### src/rtl/fp_result_buffer_if.sv
// Handshake bundle between the FP adder, the result buffer and the result consumer.
//   in_valid/in_data/in_ready      : adder -> buffer, valid/ready
//   out_valid/out_data/out_flags   : buffer -> consumer, valid/ready
//   out_ready                      : consumer -> buffer
// Modport master is the environment side (adder plus consumer); slave is the buffer.
interface fp_result_buffer_if;
   logic        in_valid;
   logic [31:0] in_data;
   logic        in_ready;
   logic        out_valid;
   logic        out_ready;
   logic [31:0] out_data;
   logic [3:0]  out_flags;

   modport master (
      output in_valid,
      output in_data,
      input  in_ready,
      input  out_valid,
      output out_ready,
      input  out_data,
      input  out_flags
   );

   modport slave (
      input  in_valid,
      input  in_data,
      output in_ready,
      output out_valid,
      input  out_ready,
      output out_data,
      output out_flags
   );
endinterface

### src/rtl/fp_result_buffer.sv
// Result buffer behind the single-precision FP adder.
// Classifies each sum as zero/subnormal/inf/NaN, optionally canonicalises NaNs and flushes
// subnormals, then queues {flags, data} in a DEPTH-entry FIFO.
// Ports:
//   clk, rst_n        : clock, asynchronous active-low reset
//   bus (slave)       : in_valid/in_data/in_ready and out_valid/out_ready/out_data/out_flags
//                       out_flags = {nan, inf, sub, zero}
//   cnt_clr           : synchronous clear of nan_cnt, inf_cnt and drop
//   nan_cnt, inf_cnt  : saturating counts of accepted NaN / infinity results
//   drop              : sticky, set when in_valid arrives while in_ready is low
module fp_result_buffer #(
   parameter int unsigned DEPTH     = 4,
   parameter int unsigned CNT_W     = 16,
   parameter bit          CANON_NAN = 1'b1,
   parameter bit          FTZ       = 1'b1
) (
   input  logic               clk,
   input  logic               rst_n,
   fp_result_buffer_if.slave  bus,
   input  logic               cnt_clr,
   output logic [CNT_W-1:0]   nan_cnt,
   output logic [CNT_W-1:0]   inf_cnt,
   output logic               drop
);

   localparam int unsigned PtrW = (DEPTH > 1) ? $clog2(DEPTH) : 1;
   localparam int unsigned OccW = $clog2(DEPTH + 1);
   localparam logic [OccW-1:0] OccFull = OccW'(DEPTH);
   localparam logic [31:0] CanonNan = 32'h7FC0_0000;

   // Classification of the raw adder result
   logic exp_zero, exp_ones, mant_nz;
   logic is_zero, is_sub, is_inf, is_nan;

   assign exp_zero = (bus.in_data[30:23] == 8'h00);
   assign exp_ones = (bus.in_data[30:23] == 8'hFF);
   assign mant_nz  = |bus.in_data[22:0];
   assign is_zero  = exp_zero & ~mant_nz;
   assign is_sub   = exp_zero &  mant_nz;
   assign is_inf   = exp_ones & ~mant_nz;
   assign is_nan   = exp_ones &  mant_nz;

   logic [31:0] proc_data;
   logic [3:0]  proc_flags;

   always_comb begin
      proc_data  = bus.in_data;
      proc_flags = {is_nan, is_inf, is_sub, is_zero};
      if (CANON_NAN && is_nan) begin
         proc_data = CanonNan;
      end
      // A flushed subnormal is reported as the signed zero it became
      if (FTZ && is_sub) begin
         proc_data  = {bus.in_data[31], 31'b0};
         proc_flags = 4'b0001;
      end
   end

   // FIFO state
   logic [35:0]     mem_q [DEPTH];
   logic [PtrW-1:0] wr_ptr_q, wr_ptr_d;
   logic [PtrW-1:0] rd_ptr_q, rd_ptr_d;
   logic [OccW-1:0] occ_q, occ_d;
   logic            push, pop;
   logic            in_ready_int, out_valid_int;

   assign in_ready_int  = (occ_q != OccFull);
   assign out_valid_int = (occ_q != '0);
   assign push          = bus.in_valid & in_ready_int;
   assign pop           = out_valid_int & bus.out_ready;

   // DEPTH is a power of two, so pointer overflow is the modulo wrap
   always_comb begin
      wr_ptr_d = wr_ptr_q;
      rd_ptr_d = rd_ptr_q;
      occ_d    = occ_q;
      if (push) begin
         wr_ptr_d = wr_ptr_q + PtrW'(1);
      end
      if (pop) begin
         rd_ptr_d = rd_ptr_q + PtrW'(1);
      end
      if (push && !pop) begin
         occ_d = occ_q + OccW'(1);
      end else if (pop && !push) begin
         occ_d = occ_q - OccW'(1);
      end
   end

   always_ff @(posedge clk or negedge rst_n) begin
      if (!rst_n) begin
         wr_ptr_q <= '0;
         rd_ptr_q <= '0;
         occ_q    <= '0;
      end else begin
         wr_ptr_q <= wr_ptr_d;
         rd_ptr_q <= rd_ptr_d;
         occ_q    <= occ_d;
      end
   end

   // Storage needs no reset: the output is masked whenever the FIFO is empty
   always_ff @(posedge clk) begin
      if (push) begin
         mem_q[wr_ptr_q] <= {proc_flags, proc_data};
      end
   end

   logic [35:0] head;
   assign head = mem_q[rd_ptr_q];

   assign bus.in_ready  = in_ready_int;
   assign bus.out_valid = out_valid_int;
   assign bus.out_data  = out_valid_int ? head[31:0]  : 32'h0;
   assign bus.out_flags = out_valid_int ? head[35:32] : 4'h0;

   // Status counters and sticky drop flag; cnt_clr wins over any same-cycle event
   logic [CNT_W-1:0] nan_cnt_q, nan_cnt_d;
   logic [CNT_W-1:0] inf_cnt_q, inf_cnt_d;
   logic             drop_q, drop_d;

   always_comb begin
      nan_cnt_d = nan_cnt_q;
      inf_cnt_d = inf_cnt_q;
      drop_d    = drop_q;
      if (cnt_clr) begin
         nan_cnt_d = '0;
         inf_cnt_d = '0;
         drop_d    = 1'b0;
      end else begin
         if (push && is_nan && (nan_cnt_q != '1)) begin
            nan_cnt_d = nan_cnt_q + CNT_W'(1);
         end
         if (push && is_inf && (inf_cnt_q != '1)) begin
            inf_cnt_d = inf_cnt_q + CNT_W'(1);
         end
         if (bus.in_valid && !in_ready_int) begin
            drop_d = 1'b1;
         end
      end
   end

   always_ff @(posedge clk or negedge rst_n) begin
      if (!rst_n) begin
         nan_cnt_q <= '0;
         inf_cnt_q <= '0;
         drop_q    <= 1'b0;
      end else begin
         nan_cnt_q <= nan_cnt_d;
         inf_cnt_q <= inf_cnt_d;
         drop_q    <= drop_d;
      end
   end

   assign nan_cnt = nan_cnt_q;
   assign inf_cnt = inf_cnt_q;
   assign drop    = drop_q;

endmodule

### src/flat_wrapper.sv
// flat-port wrapper written by rule: the top's interface ports become plain ports
module fp_result_buffer_flat 
#(
   parameter int unsigned DEPTH     = 4,
   parameter int unsigned CNT_W     = 16,
   parameter bit          CANON_NAN = 1'b1,
   parameter bit          FTZ       = 1'b1
)
  (clk, rst_n, cnt_clr, nan_cnt, inf_cnt, drop, bus_in_valid, bus_in_data, bus_in_ready, bus_out_valid, bus_out_ready, bus_out_data, bus_out_flags);
  fp_result_buffer_if bus_i ();
  input  logic clk;
  input  logic rst_n;
  input  logic cnt_clr;
  output logic [CNT_W-1:0] nan_cnt;
  output logic [CNT_W-1:0] inf_cnt;
  output logic drop;
  input wire logic [$bits(bus_i.in_valid)-1:0] bus_in_valid;
  input wire logic [$bits(bus_i.in_data)-1:0] bus_in_data;
  output wire logic [$bits(bus_i.in_ready)-1:0] bus_in_ready;
  output wire logic [$bits(bus_i.out_valid)-1:0] bus_out_valid;
  input wire logic [$bits(bus_i.out_ready)-1:0] bus_out_ready;
  output wire logic [$bits(bus_i.out_data)-1:0] bus_out_data;
  output wire logic [$bits(bus_i.out_flags)-1:0] bus_out_flags;
  assign bus_i.in_valid = bus_in_valid;
  assign bus_i.in_data = bus_in_data;
  assign bus_in_ready = bus_i.in_ready;
  assign bus_out_valid = bus_i.out_valid;
  assign bus_i.out_ready = bus_out_ready;
  assign bus_out_data = bus_i.out_data;
  assign bus_out_flags = bus_i.out_flags;
  fp_result_buffer #(.DEPTH(DEPTH), .CNT_W(CNT_W), .CANON_NAN(CANON_NAN), .FTZ(FTZ)) u_core (.clk(clk), .rst_n(rst_n), .bus(bus_i), .cnt_clr(cnt_clr), .nan_cnt(nan_cnt), .inf_cnt(inf_cnt), .drop(drop));
endmodule
### config.mk
export PLATFORM = sky130hd
export DESIGN_NAME = fp_result_buffer_flat
export DESIGN_NICKNAME = d
export VERILOG_FILES = /design/src/rtl/fp_result_buffer_if.sv /design/src/rtl/fp_result_buffer.sv /design/src/flat_wrapper.sv
export SDC_FILE = /design/constraint.sdc
export NUM_CORES = 1
export LEC_CHECK = 0
export CELL_PAD_IN_SITES_DETAIL_PLACEMENT = 1
export CELL_PAD_IN_SITES_GLOBAL_PLACEMENT = 1
export CORE_MARGIN = 2
export CORE_UTILIZATION = 46
export CTS_CLUSTER_DIAMETER = 50
export DETAILED_ROUTE_END_ITERATION = 8
export PLACE_DENSITY = 0.87
export SYNTH_ARGS = -nofsm -noshare
export SYNTH_HDL_FRONTEND = slang
export SYNTH_SLANG_ARGS = --single-unit
### constraint.sdc
create_clock -name clk -period 2.7 [get_ports clk]
set_input_delay 0.54 -clock clk [delete_from_list [all_inputs] [get_ports clk]]
set_output_delay 0.54 -clock clk [all_outputs]
set_load 0.01 [all_outputs]
==> flow_metrics.py <==
metrics = {
    "setup_path": {
        "r2r_end": "u_core.inf_cnt[14]",
        "cpPeakStageDelay_ns": 0.51,
        "cp-end-kind": "output pin",
        "rr_worst_depth": 8,
        "critPathLaunchType": "flop",
        "slowest_stage": "mux4_2",
        "crit_chain": "buf_6, buf_12, mux4_2, and2_1, dlygate4sd2_1",
        "cp_data_arrival_time_ns": 2.11,
        "reg2reg_from": "u_core.inf_cnt[0]",
        "r2r_slack_ns": 0.20,
        "cp.required_ns": 2.16,
        "crit_type": "reg2out",
        "cp_max_fo": 5,
    },
    "global_routing": {
        "grt_pass1_vias": 5601,
        "antenna_found_initial": 0,
        "grt_pass1_wl_mm": 32.12,
        "overflow": 0,
        "grt_use_total_pct": 23.53,
        "grt_start_max_net_pins": 46,
    },
    "logic_synthesis": {
        "ys_ff_latch": 180,
        "synth_edf_count": 140,
        "synth.cell_area_um2": 7846,
        "yosys-top-cells-area": "edfxtp_1 54%, dfrtp_1 13%, mux4_2 10%",
        "synth.top_cells.by_count": "140 x edfxtp_1, 57 x and2_1, 40 x dfrtp_1, 35 x mux4_2, 26 x nor2_1",
        "yosysUniqueCellTypes": 43,
        "ys.flop_type": "edfxtp_1",
        "synth.avg_cell_area_um2": 15.21,
        "postSynth.asyncResetShare_pct": 22.22,
        "yosysMostFrequentCell": "edfxtp_1",
        "synth_top_area_share_pct": 53.58,
        "yosysTopAreaCell": "edfxtp_1",
        "synth_cells": 516,
        "ys_warn_count": 0,
        "synth_nets": 561,
        "seq_area_frac_synth_pct": 66.34,
    },
    "placed_design": {
        "pre_cts_ws_ns": -0.3766,
        "place_congestion": 0.7809,
        "dpl.hpwl_mm": 12.85,
        "placed_cells": 855,
        "portBuffers": 106,
        "placed_cell_area_um2": 9485,
    },
    "layout": {
        "post-route-util_pct": 61.49,
        "syn_to_final_growth_pct": 30.43,
        "nets": 711,
        "diodes": 0,
        "drive_above_1_share_pct": 23.42,
        "final_cells": 899,
        "final_cell_area_um2": 10230,
    },
    "cts": {
        "cts_buffer_depth": 2,
        "insertion_delay_ns": 0.43,
        "cts_htree_levels": 4,
        "cts_sinks": 180,
        "cts_made_buffers": 17,
        "path_clk_slew_ns": 0.08,
        "cts_tree": "yes",
        "clockRootBuffer": "clkbuf_16",
    },
    "floorplan": {
        "core_area_um2": 16640,
        "ios": 108,
        "row_count": 47,
        "initial_core_util_pct": 47.15,
        "dieArea_um2": 18120,
        "die_h_um": 134.6,
        "die_w_um": 134.6,
    },
    "sta": {
        "whs_ns": 0.1330,
        "period_needed_ns": 2.647,
        "rsz0062_at_grt": "true",
        "tightestPinTransition_ns": 0.6586,
        "max_clock_freq_ghz": 0.3778,
        "worst_clock_skew_ns": 0.01070,
        "drv_slew": 0,
        "setup_tns_ns": 0,
        "setup_slack_ns": 0.05315,
        "hold_viol": 0,
        "setup_viol": 0,
        "slew_headroom_pct": 56.10,
        "fin_crit_sh_pct": 98.03,
    },
    "drt": {
        "drtAntennaViolNets": 0,
        "vias": 5104,
        "drt_iter0_markers": 269,
        "via_per_inst": 5.677,
        "wire_per_inst_um": 23.27,
        "drtPass1Iterations": 4,
        "finalWirelength_mm": 20.92,
        "drc": 0,
    },
    "run_status": {
        "status": "finished, final reports clean",
    },
    "min_path": {
        "hold_class": "in2async",
    },
    "power": {
        "ir_worst_vdd_v": 0.0004810,
        "p_leak_nw": 3.690,
        "p_per_area_nw_per_um2": 912.6,
        "p_total_mw": 9.339,
    },
    "flow_run": {
        "cap_viol_max_count": 0,
    },
}
-- worst max-delay path by stage --
stage | startpoint | endpoint | slack (ns) | cells after the start
global route | bus_in_data[20] | u_core.inf_cnt[7] | -0.04 | 8
floorplan | u_core.occ_q[0] | u_core.occ_q[1] | 0.51 | 7
global placement | bus_in_data[16] | u_core.inf_cnt[2] | -0.39 | 9
finish | u_core.rd_ptr_q[0] | bus_out_data[20] | 0.05 | 5
detailed placement | bus_in_data[16] | u_core.inf_cnt[2] | -0.38 | 9
CTS | u_core.rd_ptr_q[0] | bus_out_data[27] | 0.03 | 5
-- power by group --
part / switching, mW / leakage [nW] / internal (mW)
Sequential: 0.188 / 1.84 / 3.50
Clock: 1.16 / 0.291 / 1.32
Combinational: 1.52 / 1.56 / 1.65
Total: 2.87 / 3.69 / 6.47
-- cell usage in the layout, fill, tap and decap left out, types with 7 or more instances in the layout --
cell / n
mux2_2: 13
ha_1: 7
nand3_1: 12
clkbuf_16: 18
and2_1: 57
or4_1: 8
buf_12: 9
mux4_2: 35
or3_1: 12
dfrtp_1: 39
edfxtp_1: 140
nor4_1: 7
o21ai_0: 10
dlygate4sd2_1: 31
clkdlybuf4s50_1: 67
nand2_1: 14
a21oi_1: 16
nand4_1: 10
buf_4: 43
nor2_1: 26
nor2b_1: 13
o31ai_1: 9
-- repair_timing --
item / 4_1_cts / 5_1_grt
gates cloned: 1 / 1
hold buffers: 0 / 0
setup endpoints to repair: 37 / 34
pin swaps: 0 / 7
buffers inserted: 4 / 7
gates resized for setup: 39 / 19
-- cells by family after synthesis --
| kind of cell | synth area share, % |
|---|---|
| AND/OR/NAND/NOR | 14.00 |
| flip-flops | 66.34 |
| multiplexers | 12.04 |
| AO/OA/AOI/OAI | 3.301 |
| buffers and inverters | 2.121 |
| adder cells (fa/ha/maj) | 1.371 |
| XOR/XNOR | 0.7814 |
| other | 0.04779 |
-- layer usage --
layer | vias up | routed length [um] | part of all wire [%] | track usage [%]
met5 | - | 0 | 0 | 0
met1 | 2663 | 8625 | 41 | 29.24
met2 | 138 | 11080 | 53 | 41.47
li1 | 2275 | - | - | -
met3 | 28 | 895 | 4.3 | 5.631
met4 | 0 | 317 | 1.5 | 6.374
-- worst max-delay path, delay by kind of cell, from the launching register on --
| family | cells | cell delay (ns) |
|---|---|---|
| AND/OR/NAND/NOR | 1 | 0.18 |
| multiplexers | 1 | 0.51 |
| buffers and inverters | 3 | 0.56 |
| flip-flops | 1 | 0.43 |
-- state kept, by name (all words and copies together), names as in the netlist --
signal / cells
u_core.inf_cnt: 16
u_core.mem_q: 140
u_core.rd_ptr_q: 2
u_core.wr_ptr_q: 2
u_core.occ_q: 3
u_core.nan_cnt: 16
u_core.drop: 1
-- layout make-up --
cell class                 instances  area, um2
fill                            1576       6409
sequential                       180       5206
multi-input combinational        297       2531
timing repair buffer             164       1603
clock buffer                      17      425.4
tap                              220      275.3
clock inverter                    15      170.2
inverter                           6      22.52
No activity file was read; power rests on OpenSTA's default activity.
